**config.mk**
```make
export PLATFORM = sky130hd
export DESIGN_NAME = jcr_mem_arbiter
export DESIGN_NICKNAME = d
export VERILOG_FILES = /design/src/rtl/jcr_mem_arbiter.sv
export SDC_FILE = /design/constraint.sdc
export NUM_CORES = 1
export LEC_CHECK = 0
export BUFFER_PORTS_ARGS = -buffer_cell sky130_fd_sc_hd__buf_4
export CORE_UTILIZATION = 35
export CTS_CLUSTER_DIAMETER = 150
export DETAILED_ROUTE_END_ITERATION = 8
export PLACE_DENSITY = 0.86
export SLEW_MARGIN = 20
export SYNTH_ARGS = -nofsm -noshare
export SYNTH_HDL_FRONTEND = slang
export SYNTH_SLANG_ARGS = --single-unit
```
**constraint.sdc**
```tcl
create_clock -name wb_clk_i -period 5.2 [get_ports wb_clk_i]
set_clock_uncertainty 0.15 [all_clocks]
set_input_delay 0.78 -clock wb_clk_i [delete_from_list [all_inputs] [get_ports wb_clk_i]]
set_output_delay 0.78 -clock wb_clk_i [all_outputs]
set_load 0.01 [all_outputs]
```
**src/rtl/jcr_mem_arbiter.sv**
```systemverilog
// -----------------------------------------------------------------------------
// jcr_mem_arbiter
//
// Shares the single-port program/data SRAM of the `computer` core between the
// jacaranda-8 CPU memory port and the Caravel Wishbone slave. The management
// SoC uses the Wishbone side to load programs and inspect memory. Also holds
// the CTRL.run bit that keeps the CPU in reset while a program loads.
//
// Ports:
//   wb_clk_i, wb_rst_i   sole clock, asynchronous active-high reset
//   wbs_*                Wishbone slave (single-cycle ack, 32-bit data)
//                        window BASE_ADDR .. BASE_ADDR+0x7FF:
//                          0x000..0x3FF  SRAM words, data on byte lane 0
//                          0x400         CTRL, bit0 = run
//                          others        read 0, writes ignored, acked
//   cpu_*                CPU memory port; cpu_gnt is combinational,
//                        cpu_rvalid/cpu_rdata follow one cycle later
//   cpu_rst_o            CPU reset, high while run = 0
//   mem_*                SRAM macro port; mem_rdata valid the cycle after
//                        a read enable
// -----------------------------------------------------------------------------
module jcr_mem_arbiter #(
  parameter int          ADDR_W    = 8,
  parameter int          DATA_W    = 8,
  parameter logic [31:0] BASE_ADDR = 32'h3000_0000
) (
  input  logic              wb_clk_i,
  input  logic              wb_rst_i,
  // Wishbone slave
  input  logic              wbs_cyc_i,
  input  logic              wbs_stb_i,
  input  logic              wbs_we_i,
  input  logic [3:0]        wbs_sel_i,
  input  logic [31:0]       wbs_adr_i,
  input  logic [31:0]       wbs_dat_i,
  output logic              wbs_ack_o,
  output logic [31:0]       wbs_dat_o,
  // CPU memory port
  input  logic              cpu_req,
  input  logic              cpu_we,
  input  logic [ADDR_W-1:0] cpu_addr,
  input  logic [DATA_W-1:0] cpu_wdata,
  output logic              cpu_gnt,
  output logic              cpu_rvalid,
  output logic [DATA_W-1:0] cpu_rdata,
  output logic              cpu_rst_o,
  // SRAM macro
  output logic              mem_en,
  output logic              mem_we,
  output logic [ADDR_W-1:0] mem_addr,
  output logic [DATA_W-1:0] mem_wdata,
  input  logic [DATA_W-1:0] mem_rdata
);

  // Wishbone FSM encoding
  localparam logic [1:0] WB_IDLE = 2'd0;
  localparam logic [1:0] WB_RD   = 2'd1;
  localparam logic [1:0] WB_ACK  = 2'd2;

  // last_grant encoding
  localparam logic GNT_CPU = 1'b0;
  localparam logic GNT_WB  = 1'b1;

  logic [1:0]  state_q, state_d;
  logic        run_q, run_d;
  logic        last_grant_q, last_grant_d;
  logic [31:0] wbs_dat_q, wbs_dat_d;
  logic        cpu_rvalid_q, cpu_rvalid_d;

  // ---------------------------------------------------------------------------
  // Address decode
  // ---------------------------------------------------------------------------
  logic hit, sram_sel, ctrl_sel;

  assign hit      = wbs_cyc_i && wbs_stb_i &&
                    (wbs_adr_i[31:11] == BASE_ADDR[31:11]);
  assign sram_sel = !wbs_adr_i[10];
  assign ctrl_sel = (wbs_adr_i[10:2] == 9'h100);

  // ---------------------------------------------------------------------------
  // Arbitration: one SRAM access per cycle, round-robin on contention
  // ---------------------------------------------------------------------------
  logic wb_pend, cpu_pend, grant_wb, grant_cpu;

  // Gated by reset so the SRAM stays idle while reset is held, even if the
  // master keeps its strobe up.
  assign wb_pend  = !wb_rst_i && (state_q == WB_IDLE) && hit && sram_sel;
  // A halted CPU is invisible to the arbiter.
  assign cpu_pend = cpu_req && run_q;

  assign grant_wb  = wb_pend && (!cpu_pend || (last_grant_q == GNT_CPU));
  assign grant_cpu = cpu_pend && !grant_wb;

  assign mem_en    = grant_wb || grant_cpu;
  // A Wishbone write without lane 0 still takes its slot but writes nothing.
  assign mem_we    = grant_wb ? (wbs_we_i && wbs_sel_i[0]) : (grant_cpu && cpu_we);
  assign mem_addr  = grant_wb ? wbs_adr_i[ADDR_W+1:2] : cpu_addr;
  assign mem_wdata = grant_wb ? wbs_dat_i[DATA_W-1:0] : cpu_wdata;

  assign cpu_gnt      = grant_cpu;
  assign cpu_rvalid_d = grant_cpu && !cpu_we;

  // The SRAM output register already holds the data in the cycle after the
  // read; it is passed through and forced to zero when not valid.
  assign cpu_rvalid = cpu_rvalid_q;
  assign cpu_rdata  = cpu_rvalid_q ? mem_rdata : '0;

  assign cpu_rst_o = !run_q;
  assign wbs_ack_o = (state_q == WB_ACK);
  assign wbs_dat_o = wbs_dat_q;

  // ---------------------------------------------------------------------------
  // Next-state logic
  // ---------------------------------------------------------------------------
  always_comb begin
    // NOTE: every variable gets a default first so no path can infer a latch.
    state_d      = state_q;
    run_d        = run_q;
    wbs_dat_d    = wbs_dat_q;
    last_grant_d = last_grant_q;

    if (grant_wb)       last_grant_d = GNT_WB;
    else if (grant_cpu) last_grant_d = GNT_CPU;

    case (state_q)
      WB_IDLE: begin
        if (hit) begin
          if (sram_sel) begin
            // Wait in IDLE until the arbiter hands the SRAM to Wishbone.
            if (grant_wb) state_d = wbs_we_i ? WB_ACK : WB_RD;
          end else begin
            state_d = WB_ACK;
            if (ctrl_sel) begin
              if (wbs_we_i && wbs_sel_i[0]) run_d = wbs_dat_i[0];
              if (!wbs_we_i)                wbs_dat_d = {31'b0, run_q};
            end else if (!wbs_we_i) begin
              wbs_dat_d = '0;
            end
          end
        end
      end
      WB_RD: begin
        // Completes even if cyc has been dropped; the stray ack is harmless.
        wbs_dat_d               = '0;
        wbs_dat_d[DATA_W-1:0]   = mem_rdata;
        state_d                 = WB_ACK;
      end
      WB_ACK:  state_d = WB_IDLE;
      default: state_d = WB_IDLE;
    endcase
  end

  // ---------------------------------------------------------------------------
  // State registers
  // ---------------------------------------------------------------------------
  // NOTE: non-blocking assignments so every register samples pre-edge values.
  always_ff @(posedge wb_clk_i or posedge wb_rst_i) begin
    if (wb_rst_i) begin
      state_q      <= WB_IDLE;
      run_q        <= 1'b0;
      last_grant_q <= GNT_CPU;
      wbs_dat_q    <= '0;
      cpu_rvalid_q <= 1'b0;
    end else begin
      state_q      <= state_d;
      run_q        <= run_d;
      last_grant_q <= last_grant_d;
      wbs_dat_q    <= wbs_dat_d;
      cpu_rvalid_q <= cpu_rvalid_d;
    end
  end

  // Address bits [1:0], upper data bits and lanes 1..3 carry no meaning here.
  logic unused_bits;
  assign unused_bits = ^{wbs_adr_i, wbs_dat_i, wbs_sel_i};

endmodule

```
Word level (Yosys, flattened, before mapping) --
Index checks and enable logic that the tools add are counted.
Word-level totals: logic and storage cells 56, input bits 99, register bits after elaboration 37, output and inout bits 62
Operators by class: muxes and demuxes 17, equal/unequal tests 8, reduce and logical (&&, ||, !) cells 25, bitwise operators 1
Operator list (number):
- two-way mux 32 bit | 5
- one-hot mux 32 bit (2 select lines) | 1
- two-way mux 8 bit | 3
- == test 21 x 19 -> 1 bit (second input constant) | 1
- logical AND 1 bit | 11
- == test 9 bit (second input constant) | 1
- two-way mux 2 bit | 4
- logical NOT 1 bit | 6
- != test 2 bit (second input constant) | 3
- AND reduction 5 bit | 1
- one-hot mux 2 bit (2 select lines) | 1
- AND reduction 4 bit | 1
- nonzero test 2 bit | 2
- two-way mux 1 bit | 3
- != test 3 bit (second input constant) | 1
- == test 2 x 1 -> 1 bit (second input constant) | 1
- == test 2 bit (second input constant) | 1
- logical NOT 2 bit | 1
- logical OR 1 bit | 2
- AND reduction 2 bit | 1
- NOT 1 bit | 1

Logic depth before layout (Yosys ltp) --
depth after elaboration 9, mapped depth 5, gate-level depth less buffers 4

Least setup slack after synthesis --
OpenSTA, ideal clock, no wires.
kind input to output, start in wbs_adr_i[11], end out mem_addr[4], path slack 2.134 ns, path buffers 1, cell stages on the path 5, data arrival time 2.136 ns, data required time 4.270 ns, cells stage by stage nor4_2 > nand2_2 > nor4_4 > buf_6 > mux2_4
On the way: word-level cells in the longest chain between the ends 6
Ends and longest elaborated chain:
- start: declaration | line 34 | input logic [31:0] wbs_adr_i,
- == test 21 x 19 -> 1 bit | line 76 | (wbs_adr_i[31:11] == BASE_ADDR[31:11]);
- logical AND 1 bit | line 75 | assign hit = wbs_cyc_i && wbs_stb_i &&
- logical AND 1 bit (2 in a row) | line 87 | assign wb_pend = !wb_rst_i && (state_q == WB_IDLE) && hit && sram_sel;
- logical AND 1 bit | line 91 | assign grant_wb = wb_pend && (!cpu_pend || (last_grant_q == GNT_CPU));
- two-way mux 8 bit | line 97 | assign mem_addr = grant_wb ? wbs_adr_i[ADDR_W+1:2] : cpu_addr;
- end: declaration | line 50 | output logic [ADDR_W-1:0] mem_addr,
Every way passes these cells.

Worst setup path in the final report --
start in wbs_adr_i[19], end out mem_wdata[3]
On the way: word-level cells in the longest chain between the ends 6
Ends and longest elaborated chain:
- == test 21 x 19 -> 1 bit | line 76
- logical AND 1 bit | line 75
- logical AND 1 bit (2 in a row) | line 87
- logical AND 1 bit | line 91
- two-way mux 8 bit | line 98 | assign mem_wdata = grant_wb ? wbs_dat_i[DATA_W-1:0] : cpu_wdata;
- end: declaration | line 51 | output logic [DATA_W-1:0] mem_wdata,
Every way passes these cells.

==> load_flow_metrics.sql <==
INSERT INTO impl_metrics (metric_group, metric, value, unit) VALUES
('outcome', 'status', 'complete, no violations', ''),
('worst_setup_path', 'critical_path_arrival', '2.90', 'ns'),
('floorplan', 'dieArea', '3930', 'sq um'),
('synthesis', 'avg_synthesized_cell_area', '9.69', 'sq um'),
('global_route', 'grt_first_pass_wirelength', '5590', 'um'),
('worst_setup_path', 'timing.critical_path.to_type', 'output port', ''),
('synthesis', 'register_bit_count_reported_by_yosys', '13', ''),
('worst_setup_path', 'slowest_stage', 'sky130_fd_sc_hd__nor4_4', ''),
('hold_path', 'worstHoldPathType', 'reg2reg', ''),
('sta', 'maxClockFrequency', '261', 'MHz'),
('route', 'number_of_detailed_routing_iterations_run_before_antenna_repair', '4', ''),
('worst_setup_path', 'worst_path_largest_cell_delay', '0.62', 'ns'),
('clock_tree', 'clkLatencyLatePin', '0.24', 'ns'),
('cells_and_area', 'instances_no_fill', '287', ''),
('worst_setup_path', 'crit_chain', 'buf_4, nor4_4, nand4_4, nor4_4, buf_4, mux2_4, buf_4', ''),
('clock_tree', 'holdBufCountCts', '0', ''),
('worst_setup_path', 'element_type_at_the_critical_path_start', 'primary input', ''),
('worst_setup_path', 'timing.setup.critical_path_class', 'in2out', ''),
('clock_tree', 'tritoncts', 'done', ''),
('route', 'ant_nets', '0', ''),
('worst_setup_path', 'r2r_cell_count', '4', ''),
('clock_tree', 'cts-root-buf', 'sky130_fd_sc_hd__clkbuf_8', ''),
('sta', 'rsz0062_at_grt', 'no', ''),
('synthesis', 'synthesis.area', '1290', 'sq um'),
('global_route', 'global_route.overflow_total', '0', ''),
('cells_and_area', 'fin_util', '0.604', ''),
('worst_setup_path', 'worstSetupPathDepth', '7', ''),
('floorplan', 'floorplan.rows', '21', ''),
('sta', 'post_route_clock_period_utilization', '0.737', ''),
('hold_path', 'hold_path_end', 'last_grant_q', ''),
('worst_setup_path', 'worstPathMaxFanout', '15', ''),
('worst_setup_path', 'regToRegSetupSlack', '3.02', 'ns'),
('sta', 'final_max_slew_viol_count', '0', ''),
('worst_setup_path', 'timing.critical_path.mode_cell', 'sky130_fd_sc_hd__buf_4', ''),
('power_and_ir_drop', 'p_leak', '1.07', 'nW'),
('clock_tree', 'cts_inserted_buffers', '3', ''),
('sta', 'finalHoldViolCount', '0', ''),
('sta', 'worst-slew-pin-transition', '0.687', 'ns'),
('sta', 'max-slew-margin-rel', '0.538', ''),
('floorplan', 'start_util', '0.374', ''),
('cells_and_area', 'n_antenna_cell', '0', ''),
('placed_design', 'dpl_worst_slack', '1.33', 'ns'),
('worst_setup_path', 'critical_path.reg2reg.endpoint', 'cpu_rvalid', ''),
('global_route', 'groute.usage.overall', '0.177', ''),
('worst_setup_path', 'critical_path.reg2reg.startpoint', 'state_q[1]', ''),
('worst_setup_path', 'kind_of_cell_with_the_highest_combined_delay_on_the_critical_path', 'simple AND/OR/NAND/NOR gates', ''),
('global_route', 'grt_pass1_vias', '1248', ''),
('floorplan', 'die_width', '62.7', 'um'),
('route', 'drc', '0', ''),
('power_and_ir_drop', 'irDropWorstVdd', '0.0776', 'mV'),
('sta', 'timing.final.ws_setup', '1.37', 'ns'),
('worst_setup_path', 'required', '4.27', 'ns'),
('cells_and_area', 'fin_area', '2080', 'sq um'),
('placed_design', 'placedInstanceArea', '2030', 'sq um'),
('clock_tree', 'cts_max_level', '1', ''),
('route', 'via_density_per_instance', '4.67', ''),
('hold_path', 'hold_path_startpoint', 'last_grant_q', ''),
('power_and_ir_drop', 'power_per_standard_cell_area', '131', 'nW/um^2'),
('clock_tree', 'post_cts_resize_count', '0', ''),
('synthesis', 'yosysWarningCount', '0', ''),
('placed_design', 'gp_congestion', '0.720', ''),
('clock_tree', 'clk_pin_slew_worst_paths', '0.05', 'ns'),
('route', 'wirelength_routed', '3490', 'um'),
('floorplan', 'floorplan.die.height', '62.7', 'um'),
('sta', 'whs', '0.334', 'ns'),
('placed_design', 'port-buffer-count', '107', ''),
('placed_design', 'post-dp-hpwl', '3010', 'um'),
('cells_and_area', 'syn_to_final_growth', '61.3', '%'),
('route', 'drt_iter0_markers', '36', ''),
('cells_and_area', 'layout-drive-gt1-share', '0.589', ''),
('synthesis', 'synth_cell_type_count', '36', '');
==> layer usage <==
layer | global-route usage | part of all wire | vias up
li1 | - | - | 646
met1 | 0.200 | 0.38 | 624
met2 | 0.330 | 0.55 | 69
met3 | 0.0401 | 0.068 | 2
met4 | 0.0436 | 0.0057 | 0
met5 | 0 | 0 | -
==> state kept, by name (all words and copies together), names as in the netlist <==
name / cells
last_grant_q: 1
wbs_dat_o: 8
state_q: 2
run_q: 1
cpu_rvalid: 1
==> synth_stat cells (all sizes together) <==
| library cell | number | share of area |
|---|---|---|
| nor4 | 7 | 0.067 |
| a21oi | 2 | 0.0078 |
| nand2b | 2 | 0.0097 |
| o311ai | 1 | 0.0068 |
| or2 | 2 | 0.0097 |
| nor2b | 1 | 0.0049 |
| or3 | 3 | 0.016 |
| dfrtp | 13 | 0.25 |
| nor2 | 6 | 0.017 |
| buf | 26 | 0.16 |
| nand4 | 3 | 0.026 |
| inv | 2 | 0.0058 |
| and4bb | 2 | 0.019 |
| mux2i | 1 | 0.0078 |
| conb | 1 | 0.0029 |
| nand2 | 12 | 0.037 |
| clkbuf | 1 | 0.0029 |
| a31oi | 1 | 0.0049 |
| a21o | 2 | 0.014 |
| a22oi | 7 | 0.041 |
| clkinv | 1 | 0.0029 |
| nand3 | 1 | 0.0039 |
| mux2 | 17 | 0.19 |
| nor3 | 3 | 0.016 |
| o221ai | 1 | 0.0068 |
| and2 | 8 | 0.039 |
| o21ai | 7 | 0.027 |
==> worst reg2reg max path: stages, from the launching register on <==
cell and delay (ns):
sky130_fd_sc_hd__dfrtp_1 0.53, sky130_fd_sc_hd__or2_2 0.39, sky130_fd_sc_hd__nor4_4 0.55, sky130_fd_sc_hd__buf_4 0.37, sky130_fd_sc_hd__nor3_1 0.08
==> power breakdown <==
group          leakage (nW)  switching (mW)  total [mW]  internal [mW]
clock                0.0228          0.0334      0.0873         0.0540
combinational         0.900          0.0319      0.0832         0.0513
sequential            0.145     0.000000242       0.101          0.101
total                  1.07          0.0653       0.272          0.206
==> worst max path at each step <==
stage,from,to,slack [ns]
6_report,wbs_adr_i[19],mem_wdata[3],1.37
5_1_grt,wbs_adr_i[19],mem_wdata[3],1.23
4_1_cts,wbs_adr_i[19],mem_wdata[2],1.33
3_5_place_dp,wbs_adr_i[19],mem_wdata[2],1.33
3_3_place_gp,wbs_adr_i[13],mem_wdata[2],1.38
2_1_floorplan,wbs_adr_i[11],mem_addr[4],2.13
==> cells by family (layout without fill, tap and decap cells) <==
| family | Yosys count | after routing | synth area share |
|---|---|---|---|
| AND/OR/NAND/NOR | 50 | 50 | 0.265 |
| other | 1 | 24 | 0.00291 |
| multiplexers | 18 | 18 | 0.200 |
| AO/OA/AOI/OAI | 21 | 21 | 0.108 |
| buffers and inverters | 30 | 115 | 0.172 |
| flip-flops | 13 | 13 | 0.252 |
==> final cells by class <==
class | instances | area [sq um]
repair buffers | 108 | 811
multi-input cells | 113 | 828
flip-flops and latches | 13 | 325
inverters | 3 | 11.3
clock buffers | 4 | 45.0
fillers | 320 | 1360
well taps | 46 | 57.6
==> cells in the final DEF (no fill, tap or decap), types with 3 or more instances in the layout <==
cell type / n
sky130_fd_sc_hd__a22oi_1: 7
sky130_fd_sc_hd__and2_1: 8
sky130_fd_sc_hd__buf_4: 108
sky130_fd_sc_hd__clkbuf_8: 3
sky130_fd_sc_hd__conb_1: 24
sky130_fd_sc_hd__dfrtp_1: 13
sky130_fd_sc_hd__mux2_4: 15
sky130_fd_sc_hd__nand2_1: 11
sky130_fd_sc_hd__nor2_1: 6
sky130_fd_sc_hd__nor4_1: 3
sky130_fd_sc_hd__o21ai_0: 7
Power figures use the tool's default switching activity.
